File: config.mk
export PLATFORM = sky130hd
export DESIGN_NAME = demux1t4_5_buf
export DESIGN_NICKNAME = d
export VERILOG_FILES = /design/src/rtl/demux1t4_5_buf_pkg.sv /design/src/rtl/demux1t4_5_buf_slot_ptr2.sv /design/src/rtl/demux1t4_5_buf.sv
export SDC_FILE = /design/constraint.sdc
export NUM_CORES = 1
export LEC_CHECK = 0
export ABC_AREA = 1
export BUFFER_PORTS_ARGS = -buffer_cell sky130_fd_sc_hd__buf_2
export CORE_ASPECT_RATIO = 1.1
export CORE_UTILIZATION = 55
export CTS_BUF_LIST = sky130_fd_sc_hd__clkbuf_16
export CTS_CLUSTER_SIZE = 8
export DETAILED_ROUTE_END_ITERATION = 8
export PLACE_DENSITY = 0.78
export SYNTH_ARGS = -nofsm -noshare
export SYNTH_HDL_FRONTEND = slang
export SYNTH_SLANG_ARGS = --single-unit
File: constraint.sdc
create_clock -name clk -period 3.08 [get_ports clk]
set_input_delay 0.616 -clock clk [delete_from_list [all_inputs] [get_ports clk]]
set_output_delay 0.616 -clock clk [all_outputs]
set_load 0.005 [all_outputs]
File: src/rtl/demux1t4_5_buf_pkg.sv
// Shared types for the double-buffered 1:4 display-code demultiplexer.
package demux1t4_5_buf_pkg;

  localparam int unsigned CODE_W = 5;
  localparam int unsigned SLOTS  = 4;

  typedef logic [CODE_W-1:0] code_t;

  typedef enum logic {
    FILL   = 1'b0,
    COMMIT = 1'b1
  } state_t;

endpackage

File: src/rtl/demux1t4_5_buf_slot_ptr2.sv
// 2-bit wrapping slot pointer; clr has priority over inc.
module slot_ptr2 (
  input  logic       clk,
  input  logic       rst_n,
  input  logic       inc,
  input  logic       clr,
  output logic [1:0] cnt
);

  always_ff @(posedge clk or negedge rst_n) begin
    if (!rst_n) begin
      cnt <= '0;
    end else if (clr) begin
      cnt <= '0;
    end else if (inc) begin
      cnt <= cnt + 2'd1;
    end
  end

endmodule

File: src/rtl/demux1t4_5_buf.sv
// Collects four codes into a shadow bank and commits them atomically to o0..o3.
module demux1t4_5_buf
  import demux1t4_5_buf_pkg::*;
#(
  parameter int unsigned W       = 5,
  parameter logic [W-1:0] RST_VAL = '0
) (
  input  logic         clk,
  input  logic         rst_n,
  input  logic [W-1:0] din,
  input  logic         din_valid,
  output logic         din_ready,
  input  logic         addr_mode,
  input  logic [1:0]   din_slot,
  input  logic         frame_clr,
  output logic [W-1:0] o0,
  output logic [W-1:0] o1,
  output logic [W-1:0] o2,
  output logic [W-1:0] o3,
  output logic [1:0]   slot_cnt,
  output logic         frame_done
);

  state_t       state, state_nxt;
  logic [W-1:0] shadow [SLOTS];
  logic [SLOTS-1:0] mask, mask_upd;
  logic [1:0]   slot;
  logic         accept;
  logic         in_commit;
  logic         ptr_inc, ptr_clr;

  assign din_ready = (state == FILL);
  assign in_commit = (state == COMMIT);
  assign accept    = din_valid && din_ready && !frame_clr;
  assign slot      = addr_mode ? din_slot : slot_cnt;

  always_comb begin
    mask_upd = mask;
    if (accept) begin
      mask_upd[slot] = 1'b1;
    end
  end

  always_comb begin
    state_nxt = state;
    unique case (state)
      FILL:    if (accept && (mask_upd == '1)) state_nxt = COMMIT;
      COMMIT:  state_nxt = FILL;
      default: state_nxt = FILL;
    endcase
  end

  always_ff @(posedge clk or negedge rst_n) begin
    if (!rst_n) begin
      state <= FILL;
    end else begin
      state <= state_nxt;
    end
  end

  // frame_clr only acts in FILL; during COMMIT the commit path clears mask anyway.
  always_ff @(posedge clk or negedge rst_n) begin
    if (!rst_n) begin
      mask <= '0;
    end else if (in_commit || frame_clr) begin
      mask <= '0;
    end else begin
      mask <= mask_upd;
    end
  end

  always_ff @(posedge clk or negedge rst_n) begin
    if (!rst_n) begin
      for (int unsigned i = 0; i < SLOTS; i++) begin
        shadow[i] <= RST_VAL;
      end
    end else if (accept) begin
      shadow[slot] <= din;
    end
  end

  always_ff @(posedge clk or negedge rst_n) begin
    if (!rst_n) begin
      o0         <= RST_VAL;
      o1         <= RST_VAL;
      o2         <= RST_VAL;
      o3         <= RST_VAL;
      frame_done <= 1'b0;
    end else begin
      frame_done <= in_commit;
      if (in_commit) begin
        o0 <= shadow[0];
        o1 <= shadow[1];
        o2 <= shadow[2];
        o3 <= shadow[3];
      end
    end
  end

  assign ptr_inc = accept && !addr_mode;
  assign ptr_clr = in_commit || frame_clr;

  slot_ptr2 u_slot_ptr (
    .clk   (clk),
    .rst_n (rst_n),
    .inc   (ptr_inc),
    .clr   (ptr_clr),
    .cnt   (slot_cnt)
  );

endmodule
==> results list, run 1 <==
- Number of vias per cell: 4.68
* Clk root buf: sky130_fd_sc_hd__clkbuf_16
- Maximum frequency from static timing analysis: 441 MHz
- Final GP Congestion: 0.816
* Violation count after the first detailed-route iteration: 73
* Final hold vios: 0
- Total Routed Length: 3.20 mm
* Post-route fraction of the period consumed by the critical path: 73.7%
- Count of antenna-violating nets left after detailed routing: 0
- Avg Synthesized Cell Area: 9.03 um^2
- Number of cell rows: 22
- At the end of the flow the core is filled with cells to 66.9%.
- The first global-routing pass estimated 5.54 mm of wire.
- Startpoint types: flop
- The number of different library cells used by synthesis comes to 15.
- Warnings from Yosys: 0
* Routed WL per cell: 10.9 um
* Clock latency reported for the late side of the worst-skew pair: 0.29 ns
- Drt pass-1 iters: 4
- Synthesis produced 211 cells.
- The die is 63.7 um tall.
* GRT Overall Usage: 20.4%
- Setup violations remaining at the end of the flow were counted as 0.
- Number of gates given a new drive strength after cts: 0
* Largest net degree at the start of global routing: 49
- On the final layout, the worst hold slack is 0.460 ns.
- Max-capacitance violation count: 0
- Arrival @ worst endpoint: 1.65 ns
* Final Net Count: 257
- Counting flops and latches in the post-synthesis netlist gives 48.
* Max Buffers Root-to-Sink: 2
* Outcome: complete, no violations
* Clock slew at reported path FFs: 0.06 ns
* Number of buffers added by the clock tree synthesis step: 5
* Initial core utilization: 57.2%
* Power per unit of standard cell area: 610 nW/um^2
- Die Wd: 58.1 um
- Compared with the post-synthesis result, the final layout area differs by 17.0%.
* Number of clock sinks: 48
- Initial antenna violation count: 0
- The min-delay analysis places its worst path in the category flop to flop.
- After clock tree synthesis, the setup repair step added 0 buffers.
- Number of hold buffers added after cts: 0
- Cell area after placement: 2080 um^2
- The total overflow left after global routing is 0.
- Post-detailed-route DRC marker count: 0
- Post-DP HPWL: 2.22 mm
* Full die area: 3700 um^2
* CTS tree: built
- Max-slew violation total from the final report: 0
- In this run the cell area of the synthesized design comes to 1900 um^2.
- The number of global-route vias before repair came to 1327.
- CTS built an H-tree with a depth of 2.
- VDD sags by at most 0.470 mV.
- Slowest cell on the critical path: sky130_fd_sc_hd__dfrtp_1
- Total of buffers placed on input and output ports: 35
- Leak: 1.30 nW
* Unrepaired setup endpoints after global routing: false
* Syn Nets: 223
- Critical path's top delay family: flip-flops
- The critical path contains buffers and inverters numbering 2 combined.
- In this run the standard cell core region covers 3330 um^2.
- Measured against its own limit, the worst slew margin works out to 33.8%.
- Setup TNS after final layout: 0 ns
- Required @ worst endpoint: 2.46 ns
- The share of the Yosys chip area taken by registers is 63.1%.
- 36 I/O pins were placed.
* Minimum clock period: 2.27 ns
- Of the cells placed in the final design, the portion with a size suffix greater than 1 is 20.3%.
- Worst setup path category: flop to primary output
- DR vias: 1376
* Cell-by-cell trace of the critical path: inv_2 > buf_2
* Crit path max fanout: 23
* Critical Path End Type: primary output
* Diode insertion count for antenna repair: 0
- Final Instance Area: 2230 um^2
- Across the routed clock network, the largest skew measured is 0.00315 ns.
- Critical path's largest stage delay: 0.80 ns
- For the pin with the worst max-slew slack, the measured transition is 0.994 ns.
-- layout make-up --
class,count,area [um^2]
clock inverter,3,18.8
tap,48,60.1
multi-input combinational,136,576
inverter,19,71.3
fill,296,1100
sequential,48,1200
timing repair buffer,35,175
clock buffer,5,125
-- synthesized netlist by cell type --
cell | instances | area [um^2]
sky130_fd_sc_hd__nand2_1 | 99 | 372
sky130_fd_sc_hd__dfrtp_1 | 48 | 1200
sky130_fd_sc_hd__o21ai_1 | 20 | 100
sky130_fd_sc_hd__inv_1 | 17 | 63.8
sky130_fd_sc_hd__a21oi_1 | 6 | 30.0
sky130_fd_sc_hd__clkbuf_1 | 4 | 15.0
sky130_fd_sc_hd__buf_6 | 3 | 33.8
sky130_fd_sc_hd__nand3_2 | 3 | 30.0
sky130_fd_sc_hd__nor2_1 | 3 | 11.3
sky130_fd_sc_hd__inv_2 | 2 | 7.51
sky130_fd_sc_hd__nand3_1 | 2 | 10.0
sky130_fd_sc_hd__buf_4 | 1 | 7.51
sky130_fd_sc_hd__nand2_2 | 1 | 6.26
sky130_fd_sc_hd__nor2_4 | 1 | 11.3
sky130_fd_sc_hd__o21ai_0 | 1 | 5.00
-- placed cells by master (no fill, tap or decap) --
cell                        netlist  layout
sky130_fd_sc_hd__nand2_1         99      99
sky130_fd_sc_hd__dfrtp_1         48      48
sky130_fd_sc_hd__buf_2            0      35
sky130_fd_sc_hd__o21ai_1         20      20
sky130_fd_sc_hd__inv_1           17      17
sky130_fd_sc_hd__a21oi_1          6       6
sky130_fd_sc_hd__clkbuf_16        0       5
sky130_fd_sc_hd__nor2_1           3       3
sky130_fd_sc_hd__nand3_2          3       3
sky130_fd_sc_hd__inv_2            2       2
sky130_fd_sc_hd__nand3_1          2       2
sky130_fd_sc_hd__clkinv_2         0       2
sky130_fd_sc_hd__nand2_2          1       1
sky130_fd_sc_hd__nor2_4           1       1
sky130_fd_sc_hd__o21ai_0          1       1
sky130_fd_sc_hd__clkinv_4         0       1
-- routing by layer --
| metal | share of wire [%] | vias to the layer above | global-route usage (%) |
|---|---|---|---|
| met4 | 1.2 | 0 | 9.23 |
| li1 | - | 716 | - |
| met1 | 45 | 629 | 24.7 |
| met3 | 3.8 | 4 | 6.37 |
| met5 | 0 | - | 0 |
| met2 | 50 | 27 | 33.0 |
-- through the flow --
| stage | worst slack (ns) | power, W | instances |
|---|---|---|---|
| finish | 0.811 | 0.00136 | 294 |
| global route | 0.640 | 0.00142 | 294 |
| CTS | 0.770 | 0.00137 | 294 |
| detailed placement | 1.04 | 0.000853 | 286 |
| global placement | 1.15 | 0.000848 | 286 |
| floorplan | 1.72 | 0.000811 | 211 |
-- sequential cells by signal, summed over array words and instances (netlist names) --
register and cells:
o1 5, o3 5, o0 5, frame_done 1, in_commit 1, mask 4
u_slot_ptr.cnt 2, o2 5, shadow 20
-- cells by family after synthesis --
family / synth area share [%]
buffers and inverters: 6.70
AND/OR/NAND/NOR: 23.1
AO/OA/AOI/OAI: 7.10
flip-flops: 63.1
-- final timing paths --
check                               start        end  slack (ns)  depth (start not counted)
worst min register to register      o0[1]      o0[1]        0.46                          2
min in group asynchronous           rst_n      o2[1]        0.50                          1
worst min-delay path                o0[1]      o0[1]        0.46                          2
worst max register to register  in_commit  in_commit        1.04                          7
max in group asynchronous           rst_n      o1[2]        1.97                          1
worst max-delay path            in_commit  din_ready        0.81                          2
-- report_power, final --
| part | leakage, nW | internal [W] | switching (W) | total [W] |
|---|---|---|---|---|
| Sequential | 0.643 | 0.000698 | 0.0000373 | 0.000735 |
| Combinational | 0.582 | 0.0000426 | 0.0000661 | 0.000109 |
| Clock | 0.0736 | 0.000298 | 0.000216 | 0.000514 |
-- worst register-to-register path, stage by stage, from the launching register on --
cell	delay, ns
sky130_fd_sc_hd__dfrtp_1	0.65
sky130_fd_sc_hd__inv_2	0.42
sky130_fd_sc_hd__nand2_2	0.12
sky130_fd_sc_hd__nor2_4	0.15
sky130_fd_sc_hd__nand3_1	0.30
sky130_fd_sc_hd__nand2_1	0.15
sky130_fd_sc_hd__nand2_1	0.08
sky130_fd_sc_hd__nor2_1	0.11
(Power assumes the default switching activity.)
==> run 2: changes to the inputs <==
Settings changed: CORE_UTILIZATION 55 to 54, PLACE_DENSITY 0.78 to 0.77.
Clock period 3.08 ns to 2.17 ns, I/O delays scaled along.
==> results list, run 2 (synthesis gave the netlist of run 1 again) <==
- Max FFs per register: 20 (unchanged)
- Outcome: complete, no violations (unchanged).
- Final number of setup-violating endpoints: 0 (unchanged)
* Power per unit of standard cell area: 906 nW/um^2 (was 610 nW/um^2)
- Clock latency reported for the late side of the worst-skew pair: 0.28 ns (was 0.29 ns)
* Worst Tran Pin Value: 0.582 ns (was 0.994 ns)
- Die Wd: 58.6 um (was 58.1 um)
- Post-detailed-route DRC marker count: 0 (unchanged)
- Max Buffers Root-to-Sink: 2 (unchanged)
- The die area was 3770 um^2 (was 3700 um^2).
- The initial antenna violation count came to 0 (unchanged).
- The number of routed nets with antenna violations is 0 (unchanged).
- DR vias: 1440 (was 1376)
- The number of buffers created by CTS came to 5 (unchanged).
- Congestion Overflow GR: 0 (unchanged)
- Number of hold buffers added after cts: 0 (unchanged)
- Switch share: 22.7% (was 23.5%)
- Floorplan Core Area: 3360 um^2 (was 3330 um^2)
* Number of cell rows: 22 (unchanged)
* Post-DP HPWL: 2.33 mm (was 2.22 mm)
* Setup slack, reg-to-reg: 0.85 ns (was 1.04 ns)
- Post-route fraction of the period consumed by the critical path: 72.6%
* Max-slew violation total from the final report: 0 (unchanged)
- Drt pass-1 iters: 4 (unchanged)
- The start-to-end type of the worst setup path is flop to primary output (unchanged).
- The number of setup buffers added after CTS was 0 (unchanged).
* Number of clock sinks: 48 (unchanged)
- Power share of the combinational group: 7.7% (was 8.0%)
* Layout overhead on the synthesized area: 19.4% (was 17.0%)
- The post-cts gate resize count came to 0 (unchanged).
- Fraction of power consumed by sequential logic: 50.7% (was 54.1%)
- The number of ports placed on the die boundary came to 36 (unchanged).
* Critical Path End Type: primary output (unchanged)
- Most frequent cells in the layout: 99 x sky130_fd_sc_hd__nand2_1, 48 x sky130_fd_sc_hd__dfrtp_1, 35 x sky130_fd_sc_hd__buf_2 (unchanged)
- Share of power burned in the clock network: 41.6% (was 37.9%)
- Share of post-route cells with drive strength above 1: 21.3% (was 20.3%)
* Vias in the first global route: 1326 (was 1327)
- Most frequent standard cell in the layout excluding fill and tap cells: sky130_fd_sc_hd__nand2_1 (unchanged)
- The global-route wire length before repair is 5.82 mm (was 5.54 mm).
* CTS tree: built (unchanged)
- Crit path max fanout: 21 (was 23)
* Internal power: 0.00159 W (was 0.00104 W)
* Violation count after the first detailed-route iteration: 47 (was 73)
* Initial core utilization: 56.7% (was 57.2%)
* Arrival @ worst endpoint: 1.14 ns (was 1.65 ns)
- The kind of launch point of the worst setup path is a flop (unchanged).
* Largest net degree at the start of global routing: 49 (unchanged)
* Final GP Congestion: 0.764 (was 0.816)
- Derived from the worst setup path, the maximum achievable clock frequency is 635 MHz.
- The sum of negative setup slack came to 0 ns (unchanged).
- Clk root buf: sky130_fd_sc_hd__clkbuf_16 (unchanged)
- The required time at the endpoint of the critical path was 1.74 ns (was 2.46 ns).
* GRT Overall Usage: 21.4% (was 20.4%)
* Total of buffers placed on input and output ports: 35 (unchanged)
- The worst IR drop on VDD came to 0.646 mV (was 0.470 mV).
- NetSw: 0.000467 W (was 0.000319 W)
* Total Routed Length: 3.46 mm (was 3.20 mm)
- Final core area utilization: 67.7% (was 66.9%)
- The final net count is 260 (was 257).
- Max Clock Skew: 0.00220 ns (was 0.00315 ns)
* Register name with the most flops: shadow (unchanged)
* Clock slew at reported path FFs: 0.06 ns (about the same)
- Max-capacitance violation count: 0 (unchanged)
- Unrepaired setup endpoints after global routing: false (unchanged)
* H-Tree Depth: 2 (unchanged)
- The total of fill cells in the finished design came to 289 (was 296).
* Leak: 1.32 nW (was 1.30 nW)
* Routed WL per cell: 11.7 um (was 10.9 um)
- The class of the worst hold path is input port to async pin (was flop to flop).
- The average via count per standard cell was 4.85 (was 4.68).
* Floorplan die height: 64.3 um (was 63.7 um)
* Relative slew slack: 61.2% (was 33.8%)
- Final hold vios: 0 (unchanged)
- The antenna cell count was 0 (unchanged).
- Minimum clock period: 1.57 ns
-- run 2: critical path, stage by stage, from the launching register on --
cell and delay, ns:
sky130_fd_sc_hd__dfrtp_1 0.39, sky130_fd_sc_hd__inv_2 0.07, sky130_fd_sc_hd__buf_4 0.24, sky130_fd_sc_hd__buf_2 0.16
-- run 2: final cells by class --
type	instances	area [um^2]	area share (%)
Clock buffer	5	125	5.50
Sequential cell	48	1200	52.8
Tap cell	48	60.1	2.64
Clock inverter	3	42.5	1.87
Inverter	19	71.3	3.14
Multi-Input combinational cell	136	576	25.3
Timing Repair Buffer	38	198	8.70
-- run 2: worst paths after layout --
path,from,end,cells past startpoint
hold reg to reg,o2[3],o2[3],2
min in group clk,o2[3],o2[3],2
setup / recovery,in_commit,din_ready,3
hold / removal,rst_n,o3[1],2
max in group asynchronous,rst_n,o0[2],2
setup reg to reg,in_commit,in_commit,7
-- run 2: power by group through the flow --
stage | Combinational, W | Sequential [W] | Clock (W)
detailed placement | 0.000156 | 0.00106 | 0
floorplan | 0.000108 | 0.00104 | 0
finish | 0.000158 | 0.00104 | 0.000857
CTS | 0.000160 | 0.00104 | 0.000861
global placement | 0.000148 | 0.00106 | 0
global route | 0.000185 | 0.00105 | 0.000898
-- run 2: per-layer routing --
metal  up-vias  wire (um)  GRT usage, %
li1        719          -             -
met1       691       1550          25.0
met2        25       1740          36.4
met3         5        124          7.29
met4         0         53          7.14
met5         -          0             0
-- run 2: through the flow --
step	total power, W	setup WS, ns	instance area, um^2	hold slack, ns	std cells
after floorplan	0.00115	0.994	1900	0.138	211
after global placement	0.00120	0.739	2110	0.448	289
after detailed placement	0.00121	0.688	2110	0.453	289
after CTS	0.00207	0.592	2270	0.251	297
after global routing	0.00214	0.551	2270	0.282	297
final	0.00206	0.595	2270	0.226	297
